===== src/rtl/icache_direct.sv =====
// icache_direct: direct-mapped, read-only instruction cache sitting between
// the core's fetch stage and main memory.  A hit returns the instruction
// combinationally in the same cycle as PCF.  A miss raises istall and pulls
// the whole line from memory one word at a time, always word 0 first.
//
// Ports:
//   clk, reset     - rising-edge clock, synchronous active-high reset
//   PCF            - fetch byte address from the core (bits [1:0] ignored)
//   InstrF         - instruction for PCF on a hit, zero otherwise
//   istall         - high while InstrF is not valid for PCF (low in reset)
//   InvalidateAll  - clears every valid bit and aborts any fill in progress
//   MemReadReq     - word read request to memory, held until MemRValid
//   MemAddr        - word-aligned address of the requested word
//   MemRData       - returned word
//   MemRValid      - MemRData valid, completes the current request
module icache_direct #(
  parameter int LINES = 16,
  parameter int WORDS = 4
) (
  input  logic        clk,
  input  logic        reset,
  input  logic [31:0] PCF,
  output logic [31:0] InstrF,
  output logic        istall,
  input  logic        InvalidateAll,
  output logic        MemReadReq,
  output logic [31:0] MemAddr,
  input  logic [31:0] MemRData,
  input  logic        MemRValid
);

  localparam int OFF_W  = $clog2(WORDS);
  localparam int IDX_W  = $clog2(LINES);
  localparam int LINE_W = 30 - OFF_W;
  localparam int TAG_W  = LINE_W - IDX_W;
  localparam logic [OFF_W-1:0] LAST_CNT = OFF_W'(WORDS - 1);

  typedef enum logic {READY, FILL} state_t;

  state_t state, next_state;

  logic [LINE_W-1:0] miss_line;
  logic [OFF_W-1:0]  cnt;
  logic [LINES-1:0]  valid;
  logic [TAG_W-1:0]  tag_mem  [LINES];
  logic [31:0]       data_mem [LINES][WORDS];

  logic [OFF_W-1:0] offset;
  logic [IDX_W-1:0] index;
  logic [TAG_W-1:0] tag;
  logic [IDX_W-1:0] miss_index;
  logic [TAG_W-1:0] miss_tag;

  logic hit;
  logic start_miss;
  logic beat_accept;
  logic last_beat;

  // The byte-offset bits of PCF carry no information for word fetches.
  logic unused_pcf_bits;
  assign unused_pcf_bits = ^PCF[1:0];

  assign offset     = PCF[OFF_W+1:2];
  assign index      = PCF[OFF_W+IDX_W+1:OFF_W+2];
  assign tag        = PCF[31:OFF_W+IDX_W+2];
  assign miss_index = miss_line[IDX_W-1:0];
  assign miss_tag   = miss_line[LINE_W-1:IDX_W];

  // InvalidateAll forces a miss in its own cycle so a stale line can never
  // be served while the valid bits are being wiped.
  assign hit = (state == READY) && valid[index] && (tag_mem[index] == tag)
               && !InvalidateAll;

  always_comb begin
    istall     = reset ? 1'b0 : !hit;
    InstrF     = hit ? data_mem[index][offset] : 32'h0;
    MemReadReq = (state == FILL) && !reset;
    MemAddr    = {miss_line, cnt, 2'b00};
  end

  // Next-state logic.  During FILL only the latched miss line matters, so
  // PCF may wander without disturbing the fill.  An invalidate during FILL
  // abandons the line, including any word that arrives in that same cycle.
  always_comb begin
    next_state  = state;
    start_miss  = 1'b0;
    beat_accept = 1'b0;
    last_beat   = 1'b0;
    case (state)
      READY: begin
        if (!hit) begin
          next_state = FILL;
          start_miss = 1'b1;
        end
      end
      FILL: begin
        if (InvalidateAll) begin
          next_state = READY;
        end else if (MemRValid) begin
          beat_accept = 1'b1;
          if (cnt == LAST_CNT) begin
            last_beat  = 1'b1;
            next_state = READY;
          end
        end
      end
      default: next_state = READY;
    endcase
  end

  always_ff @(posedge clk) begin
    if (reset) begin
      state <= READY;
      cnt   <= '0;
      valid <= '0;
    end else begin
      state <= next_state;
      if (InvalidateAll) begin
        valid <= '0;
      end else if (last_beat) begin
        valid[miss_index] <= 1'b1;
      end
      if (start_miss) begin
        cnt <= '0;
      end else if (beat_accept) begin
        cnt <= cnt + 1'b1;
      end
    end
  end

  // Tag and data storage carry no reset; the valid bits alone decide
  // whether their contents mean anything.
  always_ff @(posedge clk) begin
    if (!reset && start_miss) begin
      miss_line <= PCF[31:OFF_W+2];
    end
    if (!reset && beat_accept) begin
      data_mem[miss_index][cnt] <= MemRData;
    end
    if (!reset && last_beat) begin
      tag_mem[miss_index] <= miss_tag;
    end
  end

endmodule


===== config.mk =====
export PLATFORM = sky130hd
export DESIGN_NAME = icache_direct
export DESIGN_NICKNAME = d
export VERILOG_FILES = /design/src/rtl/icache_direct.sv
export SDC_FILE = /design/constraint.sdc
export NUM_CORES = 2
export LEC_CHECK = 0
export BUFFER_PORTS_ARGS = -buffer_cell sky130_fd_sc_hd__buf_2
export CORE_MARGIN = 5
export CORE_UTILIZATION = 65
export DETAILED_ROUTE_END_ITERATION = 10
export PLACE_DENSITY = 0.82
export SYNTH_ARGS = -nofsm -noshare
export SYNTH_HDL_FRONTEND = slang
export SYNTH_SLANG_ARGS = --single-unit

===== constraint.sdc =====
create_clock -name clk -period 5.1 [get_ports clk]
set_input_delay 0.255 -clock clk [delete_from_list [all_inputs] [get_ports clk]]
set_output_delay 0.255 -clock clk [all_outputs]
set_load 0.03 [all_outputs]

# Word level (Yosys, flattened, before mapping)
# Memory sizes are Yosys's and may differ from the RTL's.
# Index checks and enable logic that the tools add are counted.
# totals
ramBits,2432
regBits,47
mem_count,2
in_bits,68
word_cells,61
# classes
mux,28
eq_ne,2
n_reduce_logical,14
n_addsub,1
magnitude_cmp,6
n_bitwise,4
# memory_table
memory,words,width,read_ports,rd_ports_with_merged_regs,wr,line,text
data_mem,16,128,1,0,1,46,logic [31:0] data_mem [LINES][WORDS];
tag_mem,16,24,1,0,1,45,logic [TAG_W-1:0] tag_mem [LINES];
# ops
op,count
2-to-1 mux 128 bit,1
2-to-1 mux 32 bit,4
binary-select mux 32 bit (select 2 bit),1
demux 32 bit (select 2 bit),1
== test 24 bit,1
2-to-1 mux 1 bit,18
OR 16 bit,1
less-than comparator 4 x 5 -> 1 bit (second input constant),2
logical AND 1 bit,9
greater-or-equal comparator 3 bit (second input constant),2
NOT 2 -> 3 bit,2
binary-select mux 1 bit (select 4 bit),1
demux 1 bit (select 4 bit),1
greater-or-equal comparator 4 x 1 -> 1 bit (second input constant),1
OR reduction 2 bit,2
zero test 1 bit,3
less-than comparator 3 x 1 -> 1 bit (second input constant),1
adder 2 x 1 -> 2 bit (second input constant),1
== test 2 bit (second input constant),1
case mux 1 bit (2 select lines),1
NOT 1 bit,1

# Depth between registers and ports, before layout
# depth
depth_word,8
depth_mapped,13

# Worst setup path before layout
# OpenSTA, ideal clock, no wires.
# synth_path
kind,input port to flip-flop
startpoint,input port PCF[4]
endpoint,register miss_line[0] (enable)
setup_slack_ps,1368
path_stages,9
arrival_time_ps,3345
t_required_ps,4713
path_cell_list,buf_6 > buf_8 > mux4_2 > mux4_2 > xor2_1 > a21oi_1 > o2111a_1 > a31oi_1 > and2_1
# synth_between
elab_chain_len,8
elab_cells_between_ends,10
cone_classes,eq/ne (1); mux (4); reduce/logical (4); memory (1)
# synth_rtl
element,line,text
"start, declared",22,"input logic [31:0] PCF,"
branches (longest 3 deep; another with memory (16 x 24 bit)),-,
logical AND 1 bit *,71,assign hit = (state == READY) && valid[index] && (tag_mem[index] == tag)
logical AND 1 bit *,72,&& !InvalidateAll;
2-to-1 mux 1 bit *,91,if (!hit) begin
2-to-1 mux 1 bit *,89,case (state)
logical AND 1 bit *,134,if (!reset && start_miss) begin
"end signal, assigned",135,miss_line <= PCF[31:OFF_W+2];
"end, declared",42,logic [LINE_W-1:0] miss_line;
# Mark *: on every way between the ends. The select of a mux whose other input is x is not followed.
# A chain may end at the register's enable or synchronous reset.

# Final worst setup path
# layout_path
startpoint,memory tag_mem[10][14] (netlist bit)
endpoint,output port InstrF[23]
# layout_between
elab_chain_len,5
# layout_rtl
element,line,text
"start, declared",45,
memory (16 x 24 bit),-,
== test 24 bit,71,
logical AND 1 bit,71,
logical AND 1 bit,72,
2-to-1 mux 32 bit,76,InstrF = hit ? data_mem[index][offset] : 32'h0;
"end, declared",23,"output logic [31:0] InstrF,"
# No other way between the ends.

==> impl_metrics.env <==
export IMPL_fp_dieArea_um2=154200
export IMPL_cts_setup_buffers=0
export IMPL_setup_viol=0
export IMPL_rows=140
export IMPL_period_minus_slack_ns=4.851
export IMPL_viasPerCell=7.621
export IMPL_mostFrequentLayoutCells="edfxtp_1 (2,460), mux4_2 (739), clkbuf_16 (225)"
export IMPL_layout_commonest_cell="edfxtp_1"
export IMPL_routed_wirelength_mm=271.4
export IMPL_synth_compound_area_share_pct=1.091
export IMPL_grt_usage_pct=36.07
export IMPL_hold_slack_ns=0.07797
export IMPL_finalSetupTns_ns=0
export IMPL_synth_edf_count=2460
export IMPL_crit_required_ns=4.85
export IMPL_pre_cts_ws_ns=0.6276
export IMPL_h_tree_depth=4
export IMPL_synthesis_instances=3895
export IMPL_critPathLaunchType="flop"
export IMPL_rsz0062_at_grt="false"
export IMPL_async_reset_ff_share_pct=0
export IMPL_p_seq_share_pct=54.0
export IMPL_p_sw_share_pct=21.81
export IMPL_synth_cell_types=56
export IMPL_avgSynthCellArea_um2=24.43
export IMPL_cts_tree="built"
export IMPL_pin_count=134
export IMPL_syn2layout_area_growth_pct=12.34
export IMPL_final_net_count=4301
export IMPL_finalMaxSlewViolations=0
export IMPL_slowest_delay_ns=0.68
export IMPL_netSwitchingPower_w=0.009089
export IMPL_grt_pass1_vias=49050
export IMPL_synthMuxAreaShare_pct=18.29
export IMPL_finalHoldViolCount=0
export IMPL_dp_cells=5888
export IMPL_worst_slack_ns=0.2493
export IMPL_clk_path_buf_depth=3
export IMPL_synth_fa_ha_area_share_pct=0.05259
export IMPL_place_gp_congestion=0.8062
export IMPL_antenna_found_initial=19
export IMPL_postRouteAntennaNets=0
export IMPL_worst_pin_slew_ns=1.358
export IMPL_crit_chain="mux4_2 -> a22o_1 -> a221oi_2 -> xor2_1 -> nand4_1 -> nor4b_4 -> nand3_4 -> a211oi_2 -> buf_2"
export IMPL_intPower_w=0.03258
export IMPL_clockPowerShare_pct=41.3
export IMPL_cap_violations=0
export IMPL_hpwl_mm=131.7
export IMPL_skew_ns=0.06405
export IMPL_powerDensity_nw_per_um2=389.7
export IMPL_gr_total_overflow=0
export IMPL_cts_buffers=225
export IMPL_ys_seq_area_share_pct=78.02
export IMPL_grt_pass1_wl_mm=380.8
export IMPL_wire_per_inst_um=42.77
export IMPL_p_total_w=0.04167
export IMPL_critPathSlowestCell="a211oi_2"
export IMPL_root_buffer="clkbuf_16"
export IMPL_synthSimpleGateAreaFrac_pct=1.116
export IMPL_cellLeakagePower_nw=33.25
export IMPL_maxSlewHeadroom_pct=9.453
export IMPL_drt_iter0_drc=8661
export IMPL_crit_family="compound AO/OA/AOI/OAI gates"
export IMPL_yosysWarningCount=0
export IMPL_drt_pass1_iter_count=6
export IMPL_synth_ff_type="edfxtp_1"
export IMPL_status="finished, final reports clean"
export IMPL_cts_sinks=2479
export IMPL_ys_seq_elements=2479
export IMPL_power_frac_comb_pct=4.7
export IMPL_synth_top_family_by_area="multiplexers"
export IMPL_crit_fanout=10
export IMPL_route_vias_total=48360
export IMPL_core_um2=145600
export IMPL_post_route_period_util_pct=95.11
export IMPL_crit_path_end_kind="output pin"
export IMPL_synthesis_area_um2=95170
export IMPL_initial_core_util_pct=65.38
export IMPL_peakVddDrop_uv=373.8
export IMPL_die_h_um=392.6
export IMPL_clk_latency_ns=0.87
export IMPL_hold_class="in2reg"
export IMPL_port_buffers=129
export IMPL_layout_cells_non_filler=6346
export IMPL_drc_errors=0
export IMPL_drive_above_1_share_pct=33.08
export IMPL_fmax_ghz=0.2062
export IMPL_arrival_ns=4.60
export IMPL_grt_max_degree=156
export IMPL_crit_buf_inv=1
export IMPL_yosys_area_share_xor_xnor_pct=0.2393
export IMPL_critPathKind="reg2out"
export IMPL_die_w_um=392.6
export IMPL_clk_pin_slew_ns=0.07
## cell type report
cell class                 instances  area (um^2)
clock buffer                     278         5859
fill                            6978        38650
clock inverter                   139         1523
inverter                           9        33.78
multi-input combinational       1193        20400
antenna                           10        25.02
sequential                      2479        74250
tap                             1917         2399
timing repair buffer             321         2422
## power by group through the flow
stage                     registers (W)  clock network [W]  logic (W)
final                            0.0225             0.0172    0.00196
after global routing             0.0225             0.0182    0.00203
after CTS                        0.0225             0.0173    0.00192
after detailed placement         0.0229                  0    0.00183
after global placement           0.0229                  0    0.00177
after floorplan                  0.0229                  0    0.00110
## per-layer routing
metal / track usage (%) / vias up / part of all wire, %
met5: 0 / - / 0.018
met4: 20.51 / 8 / 7.3
met3: 8.609 / 1104 / 13
met2: 57.35 / 4926 / 49
met1: 46.83 / 24840 / 31
li1: - / 17480 / -
## final timing paths
kind,start,to,slack [ns],cells after the start
worst min register to register,valid[11]$_SDFFE_PP0P_,valid[11]$_SDFFE_PP0P_,0.47,2
worst min-delay path,MemRData[8],data_mem[5][8]$_DFFE_PP_,0.08,2
worst max-delay path,tag_mem[10][14]$_DFFE_PP_,InstrF[23],0.25,9
worst max register to register,state$_SDFF_PP0_,data_mem[1][6]$_DFFE_PP_,1.02,6
## through the flow
step | area (um^2) | utilization [%]
CTS | 106900 | 73.43
detailed placement | 99200 | 68.15
finish | 106900 | 73.45
global placement | 99200 | 68.15
floorplan | 95180 | -
global route | 106900 | 73.44
## synth_stat cells, types with 12 or more instances
cell,n,area (um^2)
buf_2,90,450.4
nor2b_1,44,275.3
nor2_1,112,420.4
a31oi_1,14,87.58
buf_4,24,180.2
mux2_2,12,135.1
mux2i_1,63,630.6
clkbuf_1,68,255.2
buf_1,22,82.58
a211oi_2,20,250.2
dfxtp_1,19,380.4
edfxtp_1,2460,73870
nand2_1,28,105.1
xnor2_1,15,131.4
mux4_2,739,16640
a211oi_1,27,202.7
## registers in the layout, indices dropped and copies added, names as in the netlist
register / cells
cnt: 2
data_mem: 2048
miss_line: 28
state: 1
tag_mem: 384
valid: 16
## timing repair
item                      CTS  global route
gates resized for setup     0             0
hold endpoints to repair   44             0
hold buffers               31             0
## logic make-up (layout without fill, tap and decap cells)
| family | Yosys count | in the layout |
|---|---|---|
| AOI/OAI and AO/OA | 126 | 126 |
| adders and majority gates | 4 | 4 |
| and+or+nand+nor | 221 | 221 |
| DFF | 2479 | 2479 |
| muxes | 814 | 814 |
| other | 1 | 12 |
| buffers and inverters | 224 | 747 |
| xor gates and xnor gates | 26 | 26 |
(Power assumes the default switching activity.)
